`config.mk`:
```
export PLATFORM = sky130hd
export DESIGN_NAME = ram16x16_fifo_ctrl
export DESIGN_NICKNAME = d
export VERILOG_FILES = /design/src/rtl/ram16x16_fifo_ctrl.sv
export SDC_FILE = /design/constraint.sdc
export NUM_CORES = 1
export LEC_CHECK = 0
export CAP_MARGIN = 0
export CORE_UTILIZATION = 45
export DETAILED_ROUTE_END_ITERATION = 12
export PLACE_DENSITY = 0.91
export SYNTH_ARGS = -nofsm -noshare
export SYNTH_HDL_FRONTEND = slang
export SYNTH_SLANG_ARGS = --single-unit
```
`constraint.sdc`:
```
create_clock -name clk -period 3.26 [get_ports clk]
set_input_delay 0.815 -clock clk [delete_from_list [all_inputs] [get_ports clk]]
set_output_delay 0.815 -clock clk [all_outputs]
set_load 0.02 [all_outputs]
```
`src/rtl/ram16x16_fifo_ctrl.sv`:
```
// ram16x16_fifo_ctrl: drives a single-port RAM16x16 so it behaves as a
// 16-deep FIFO with a one-word output register in front of the consumer.
// Ports: clk, reset_n (async, active-low);
//   s_data/s_valid/s_ready : write stream (s_ready is combinational)
//   m_data/m_valid/m_ready : read stream (m_data is a held register)
//   ram_data_in/ram_addr_in/ram_cs/ram_w_en/ram_op_en : registered RAM strobes
//   ram_data_out : RAM read data
//   count (RAM words + output register), full, empty
// Optional: define ALMOST_FLAGS_EN to add registered almost_full/almost_empty
//   (thresholds AF_TH on RAM occupancy, AE_TH on count).
module ram16x16_fifo_ctrl #(
  parameter int DW     = 16,
  parameter int AW     = 4,
  parameter int RD_LAT = 1
`ifdef ALMOST_FLAGS_EN
  ,
  parameter int AF_TH  = 14,
  parameter int AE_TH  = 2
`endif
) (
  input  logic          clk,
  input  logic          reset_n,
  input  logic [DW-1:0] s_data,
  input  logic          s_valid,
  output logic          s_ready,
  output logic [DW-1:0] m_data,
  output logic          m_valid,
  input  logic          m_ready,
  output logic [DW-1:0] ram_data_in,
  output logic [AW-1:0] ram_addr_in,
  output logic          ram_cs,
  output logic          ram_w_en,
  output logic          ram_op_en,
  input  logic [DW-1:0] ram_data_out,
  output logic [AW:0]   count,
  output logic          full,
  output logic          empty
`ifdef ALMOST_FLAGS_EN
  ,
  output logic          almost_full,
  output logic          almost_empty
`endif
);

  localparam int DEPTH = 1 << AW;
  localparam int CW    = AW + 1;
  localparam int LW    = (RD_LAT > 1) ? $clog2(RD_LAT) : 1;

  typedef enum logic [1:0] {
    IDLE,
    WR,
    RD,
    RD_WAIT
  } state_t;

  state_t state_q, state_d;

  logic [AW-1:0] wr_ptr_q, wr_ptr_d;
  logic [AW-1:0] rd_ptr_q, rd_ptr_d;
  logic [CW-1:0] ram_count_q, ram_count_d;
  logic [LW-1:0] wait_q, wait_d;

  logic          m_valid_q, m_valid_d;
  logic [DW-1:0] m_data_q, m_data_d;

  logic          ram_cs_q, ram_cs_d;
  logic          ram_w_en_q, ram_w_en_d;
  logic          ram_op_en_q, ram_op_en_d;
  logic [AW-1:0] ram_addr_q, ram_addr_d;
  logic [DW-1:0] ram_wdata_q, ram_wdata_d;

  logic          full_w;
  logic [CW-1:0] count_w;
  logic          rd_go;
  logic          wr_go;

  assign full_w  = (ram_count_q == CW'(DEPTH));
  assign count_w = ram_count_q + CW'(m_valid_q);

  // Reads win: the output register is refilled before more data is
  // accepted, and only one RAM access may be issued per cycle.
  assign rd_go = (ram_count_q != '0) && !m_valid_q;
  assign wr_go = !rd_go && s_valid && !full_w;

  assign s_ready = (state_q == IDLE) && wr_go;

  always_comb begin
    state_d     = state_q;
    wr_ptr_d    = wr_ptr_q;
    rd_ptr_d    = rd_ptr_q;
    ram_count_d = ram_count_q;
    wait_d      = wait_q;
    m_valid_d   = m_valid_q;
    m_data_d    = m_data_q;
    ram_cs_d    = 1'b0;
    ram_w_en_d  = 1'b0;
    ram_op_en_d = 1'b0;
    ram_addr_d  = ram_addr_q;
    ram_wdata_d = ram_wdata_q;

    if (m_valid_q && m_ready) begin
      m_valid_d = 1'b0;
    end

    unique case (state_q)
      IDLE: begin
        if (rd_go) begin
          state_d     = RD;
          ram_cs_d    = 1'b1;
          ram_op_en_d = 1'b1;
          ram_addr_d  = rd_ptr_q;
          rd_ptr_d    = rd_ptr_q + AW'(1);
          ram_count_d = ram_count_q - CW'(1);
        end else if (wr_go) begin
          state_d     = WR;
          ram_cs_d    = 1'b1;
          ram_w_en_d  = 1'b1;
          ram_addr_d  = wr_ptr_q;
          ram_wdata_d = s_data;
          wr_ptr_d    = wr_ptr_q + AW'(1);
          ram_count_d = ram_count_q + CW'(1);
        end
      end
      WR: begin
        state_d = IDLE;
      end
      RD: begin
        state_d = RD_WAIT;
        wait_d  = LW'(RD_LAT - 1);
      end
      RD_WAIT: begin
        if (wait_q == '0) begin
          m_data_d  = ram_data_out;
          m_valid_d = 1'b1;
          state_d   = IDLE;
        end else begin
          wait_d = wait_q - LW'(1);
        end
      end
      default: begin
        state_d = IDLE;
      end
    endcase
  end

  always_ff @(posedge clk or negedge reset_n) begin
    if (!reset_n) begin
      state_q     <= IDLE;
      wr_ptr_q    <= '0;
      rd_ptr_q    <= '0;
      ram_count_q <= '0;
      wait_q      <= '0;
      m_valid_q   <= 1'b0;
      m_data_q    <= '0;
      ram_cs_q    <= 1'b0;
      ram_w_en_q  <= 1'b0;
      ram_op_en_q <= 1'b0;
      ram_addr_q  <= '0;
      ram_wdata_q <= '0;
    end else begin
      state_q     <= state_d;
      wr_ptr_q    <= wr_ptr_d;
      rd_ptr_q    <= rd_ptr_d;
      ram_count_q <= ram_count_d;
      wait_q      <= wait_d;
      m_valid_q   <= m_valid_d;
      m_data_q    <= m_data_d;
      ram_cs_q    <= ram_cs_d;
      ram_w_en_q  <= ram_w_en_d;
      ram_op_en_q <= ram_op_en_d;
      ram_addr_q  <= ram_addr_d;
      ram_wdata_q <= ram_wdata_d;
    end
  end

  assign m_data      = m_data_q;
  assign m_valid     = m_valid_q;
  assign ram_data_in = ram_wdata_q;
  assign ram_addr_in = ram_addr_q;
  assign ram_cs      = ram_cs_q;
  assign ram_w_en    = ram_w_en_q;
  assign ram_op_en   = ram_op_en_q;
  assign count       = count_w;
  assign full        = full_w;
  assign empty       = (count_w == '0);

`ifdef ALMOST_FLAGS_EN
  logic afull_q, afull_d;
  logic aempty_q, aempty_d;

  // Flags follow the current occupancy, so they settle one edge
  // after the count changes.
  always_comb begin
    afull_d  = (ram_count_q >= CW'(AF_TH));
    aempty_d = (count_w <= CW'(AE_TH));
  end

  always_ff @(posedge clk or negedge reset_n) begin
    if (!reset_n) begin
      afull_q  <= 1'b0;
      aempty_q <= 1'b1;
    end else begin
      afull_q  <= afull_d;
      aempty_q <= aempty_d;
    end
  end

  assign almost_full  = afull_q;
  assign almost_empty = aempty_q;
`endif

endmodule

```
* After elaboration in Yosys (flattened, before gate mapping)
Cells that the tools add are included.
** Word-level totals
- Output and inout bits :: 48
- Memories :: 0
- Word-level logic and storage cells :: 64
- Bits in writable memories :: 0
- Register bits :: 56
- Latch bits :: 0
- Input bits :: 36
- Memory bits (read-only) :: 0
** Operators by class
- Shift-type cells :: 0
- Magnitude comparators :: 0
- Multipliers :: 0
- Multiplexer cells :: 20
- Reduce and logical (&&, ||, !) cells :: 18
- Divide/modulo/power cells :: 0
- Bitwise gates (word level) :: 2
- Equality and inequality tests :: 6
- Add/subtract/negate cells :: 6
** Operators with widths (number)
- $mux W1 :: 11
- $mux W5 :: 2
- $add A4 B1 Y4 const B :: 2
- $mux W4 :: 2
- $pmux W2 S4 :: 1
- $reduce_and A2 Y1 :: 4
- $mux W2 :: 3
- $add A5 B1 Y5 :: 1
- $add A5 B1 Y5 const B :: 1
- $eq A5 B5 Y1 const B :: 1
- $logic_and A1 B1 Y1 :: 5
- $logic_not A5 Y1 :: 1
- $reduce_bool A5 Y1 :: 1
- $sub A5 B1 Y5 const B :: 1
- $eq A2 B2 Y1 const B :: 2
- $reduce_bool A2 Y1 :: 2
- $logic_not A1 Y1 :: 3
- $ne A3 B3 Y1 const B :: 1
- $reduce_and A3 Y1 :: 1
- $eq A2 B1 Y1 const B :: 1
- $logic_not A2 Y1 :: 1
- $ne A2 B2 Y1 const B :: 1
- $not A1 Y1 :: 2
- $pmux W1 S2 :: 1
- $sub A1 B1 Y1 const B :: 1

* Longest topological paths before layout
- Depth after elaboration :: 8
- Gate-level depth with buffers :: 8
- Depth with buffers taken out :: 7

* Worst setup path after synthesis
OpenSTA, ideal clock, no wires.
- Path type :: reg-to-output
- From :: reg m_valid_q (netlist: m_valid)
- To :: out empty
- Slack :: 0.547 ns
- Data required time :: 2.445 ns
- Buffers on the path :: 0
- Stages on the path, launching flop included :: 5
- Data arrival time :: 1.898 ns
- Cells stage by stage :: dfrtp_1 ha_1 ha_1 or3_1 nor3_1
** On the way
- Cells in the longest elaborated chain, start to end :: 2
** RTL lines
- start, declared :: line 63 : logic m_valid_q, m_valid_d;
- start signal, assigned :: line 166 : m_valid_q <= m_valid_d;
- $add A5 B1 Y5 :: line 78 : assign count_w = ram_count_q + CW'(m_valid_q);
- net count[1] :: line 35 : output logic [AW:0] count,
- $logic_not A5 Y1 :: line 185 : assign empty = (count_w == '0);
- end, declared :: line 37 : output logic empty
The timed path passes the listed nets, and every way through them passes these cells.

* Worst setup path in the final report
- From :: reg ram_count_q[1]
- To :: out s_ready
** On the way
- Cells in the longest elaborated chain, start to end :: 6
- Elaborated cells on any way between the ends :: 8
- Those cells by class :: eq/ne: 1; reduce/logical: 7
** RTL lines
- start, declared :: line 60 : logic [CW-1:0] ram_count_q, ram_count_d;
- start signal, assigned :: line 164 : ram_count_q <= ram_count_d;
- $reduce_bool A5 Y1 :: line 82 : assign rd_go = (ram_count_q != '0) && !m_valid_q;
- $logic_and A1 B1 Y1 :: line 82
- $logic_not A1 Y1 :: line 83 : assign wr_go = !rd_go && s_valid && !full_w;
- $logic_and A1 B1 Y1 :: line 83
- $logic_and A1 B1 Y1 (*) :: line 83
- $logic_and A1 B1 Y1 (*) :: line 85 : assign s_ready = (state_q == IDLE) && wr_go;
- end, declared :: line 25 : output logic s_ready,
Mark *: on every way between the ends. The rest lies on a longest branch, timed or not.

==> implementation parameters <==
Parameter                              Value

Run status
  Status    finished, final reports clean

Floorplanning
  Chip width    75.5 um
  Floorplan die area    5700 um2
  Number of top-level pins    84
  Std-Cell Core Area    5140 um2
  Initial cell density of the core    47.3%
  Height of the die    75.5 um
  Row Count    26

Yosys
  Synthesized-area fraction occupied by xor and xnor cells    4.68%
  Synth Register Bits    55
  Synth area leaders    dfrtp_1 (57%), mux2_2 (16%), ha_1 (3.6%), xnor2_1 (3.6%), a21oi_1 (2.1%)
  Number of enable-type register cells in the synthesized netlist    0
  Count of warnings emitted by yosys    0
  Dominant cell type by area after synthesis    dfrtp_1
  Post-synthesis net count    215
  Main combinational cell family by area after synthesis    multiplexers
  Netlist area before placement    2430 um2
  Portion of the post-synthesis area used by sequential elements    56.6%
  Ys flop type    dfrtp_1
  Synthesized-area fraction occupied by and/or/nand/nor cells    5.66%
  Compound-cell area share of the yosys netlist    6.18%
  Mux share of post-synthesis cell area    19.7%
  Cells after Synth    171
  Leading post-synthesis cells by instance count    dfrtp_1 (55), mux2_2 (34), a21oi_1 (10), xnor2_1 (10), ha_1 (7)
  Unique masters post-synth    34
  Fraction of synthesized cell area taken by the top area cell type    56.6%
  Synthesized area per cell    14.2 um2
  Most used standard cell by instance count after synthesis    dfrtp_1
  Synthesized-area fraction occupied by adder cells    4.43%
  Share of flip-flops with an asynchronous set or reset    100%

Layout
  Seq. cell area    1380 um2
  Multi-input logic area    992 um2
  Final cell count without fillers    332
  Number of inserted filler cells in the final layout    420
  Syn-to-layout area delta    41.1%
  Nets    305
  Ratio of cells with drive above 1 in the final layout    22.1%
  Antenna diode count    0

Drt
  Iter 0 DRT Violations    46
  Detailed-routing iteration count for the pre-antenna-repair pass    4
  Post-detailed-route wirelength per cell    14.3 um
  Avg Vias per Cell    5.00
  Number of design rule violations left after detail routing    0
  Total wirelength of the detailed-routed design    4.76 mm
  Total number of vias    1661
  Number of nets with antenna violations after routing    0

STA
  Fin Setup TNS    0 ps
  Total count of max-transition violations in the final report    0
  Highest Clock Rate    320 MHz
  Setup repair after global routing missed its margin    false
  Setup violation total in the final timing report    0
  Measured slew at the worst slew-check pin    708 ps
  Relative max-transition margin    52.7%
  Final hold viol count    0
  Tcrit/Tclk final    96.0%
  Min cycle time layout    3130 ps
  Worst clock skew on the final layout    2.71 ps

Placed design
  Hpwl dp    3.63 mm
  Input/output buffers    83
  Final weighted congestion in routability-driven placement    0.751
  Placed cells    324

Global routing
  Vias in the first global route    1618
  Maximum number of pins on one net before global-route repair    36
  Total global-route track usage    17.6%
  Wire length of the first global-routing pass    7.48 mm
  Total gr overflow    0
  Antenna violations before repair    0

Pwr
  Worst IR Drop VDD    541 uV
  Total design power    3.76 mW
  Pwr/cell area    1100 nW/um2
  Lkg Pwr    1.47 nW

Clock network
  Post-CTS repair timing setup buffer count    0
  Maximum buffer depth of the clock tree    2
  CTS H-tree depth    2
  Root buffer cell    clkbuf_8
  Clock transition at path regs    90 ps
  TritonCTS clock tree    yes
  Clock latency at the later pin of the worst-skew pair    300 ps
  Number of buffers inserted during clock tree synthesis    5
  Sinks on Clock Net    55
  Total of hold buffers inserted after clock tree synthesis    0

Critical path
  Crit Path Max Fanout    6
  Worst EP required    2440 ps
  Type of destination of the critical path    primary output
  Critical path class    flip-flop to primary output
  WP data arrival    2310 ps
  Kind of launch point of the worst setup path    flip-flop

Run
  Max-capacitance violation count    0

Min path
  Worst hold path class    primary input to async pin
[worst max-delay path, stage by stage (launching register included)]
cell	delay, ps
dfrtp_1	480
nor4_4	370
mux2i_2	360
nand3_2	120
inv_1	70
clkdlybuf4s50_1	610
[repair_timing]
item / in CTS / in global routing
setup endpoints to repair: 1 / 1
cloned: 0 / 0
gates resized for setup: 1 / 1
pin swaps: 0 / 0
[state kept, by name (all words and copies together) (netlist names)]
name,count
ram_w_en,1
m_data,16
ram_data_in,16
state_q,2
ram_op_en,1
rd_ptr_q,4
ram_count_q,5
ram_cs,1
m_valid,1
ram_addr_in,4
wr_ptr_q,4
[metal layers]
metal / vias up / track usage (%) / wire length, um
li1: 784 / - / -
met1: 808 / 22.4 / 2030
met2: 65 / 29.4 / 2350
met3: 4 / 5.95 / 349
met4: 0 / 3.70 / 30
met5: - / 0 / 0
[cell families after synthesis]
family,Yosys count
AO/OA/AOI/OAI,20
buffers and inverters,11
adder cells (fa/ha/maj),8
AND/OR/NAND/NOR,22
multiplexers,42
flip-flops,55
XOR/XNOR,13
[stage by stage]
| stage | cell area, um2 | setup WS, ps | hold WS [ps] | util, % |
|---|---|---|---|---|
| 6_report | 3430 | 132 | 449 | 66.7 |
| 5_1_grt | 3430 | 20.8 | 478 | 66.7 |
| 4_1_cts | 3430 | 82.9 | 451 | 66.7 |
| 3_5_place_dp | 3340 | 268 | 472 | 65.0 |
| 3_3_place_gp | 3340 | 316 | 468 | 65.0 |
| 2_1_floorplan | 2430 | 547 | 445 | - |
[power breakdown]
part           switching [mW]  leakage, nW  internal (mW)
Sequential              0.270        0.657           1.03
Combinational           0.981        0.768           1.12
Clock                   0.210       0.0412          0.151
[final timing paths]
check | depth (start not counted) | startpoint | to | slack, ps
setup reg to reg | 8 | ram_count_q[1]$_DFFE_PN0P_ | ram_count_q[4]$_DFFE_PN0P_ | 810
hold / removal | 1 | reset_n | ram_data_in[4]$_DFFE_PN0P_ | 450
max in group asynchronous | 2 | reset_n | m_data[6]$_DFFE_PN0P_ | 2020
setup / recovery | 5 | ram_count_q[1]$_DFFE_PN0P_ | s_ready | 130
hold reg to reg | 1 | rd_ptr_q[3]$_DFFE_PN0P_ | rd_ptr_q[3]$_DFFE_PN0P_ | 480
min in group clk | 1 | rd_ptr_q[3]$_DFFE_PN0P_ | rd_ptr_q[3]$_DFFE_PN0P_ | 480
[area by class of cell]
type                       count  share of cell area (%)
multi-input combinational    105                    28.9
clock inverter                 2                   0.365
clock buffer                   6                    2.12
tap                           70                    2.55
timing repair buffer          89                    25.4
inverter                       5                   0.547
sequential                    55                    40.1
[layout by cell type, fill, tap and decap left out, types with 2 or more instances in the layout]
cell type,count
mux2_2,34
mux2i_1,3
mux2_4,3
o21ai_0,2
xor2_1,3
nand4_1,3
dfrtp_1,55
clkdlybuf4s50_1,81
nand2_1,3
buf_4,6
clkbuf_8,5
nor2_1,4
xnor2_1,10
nand3_2,2
nand3_1,3
a21oi_1,10
and2_1,2
inv_1,5
ha_1,7
No activity file was read; power rests on OpenSTA's default activity.
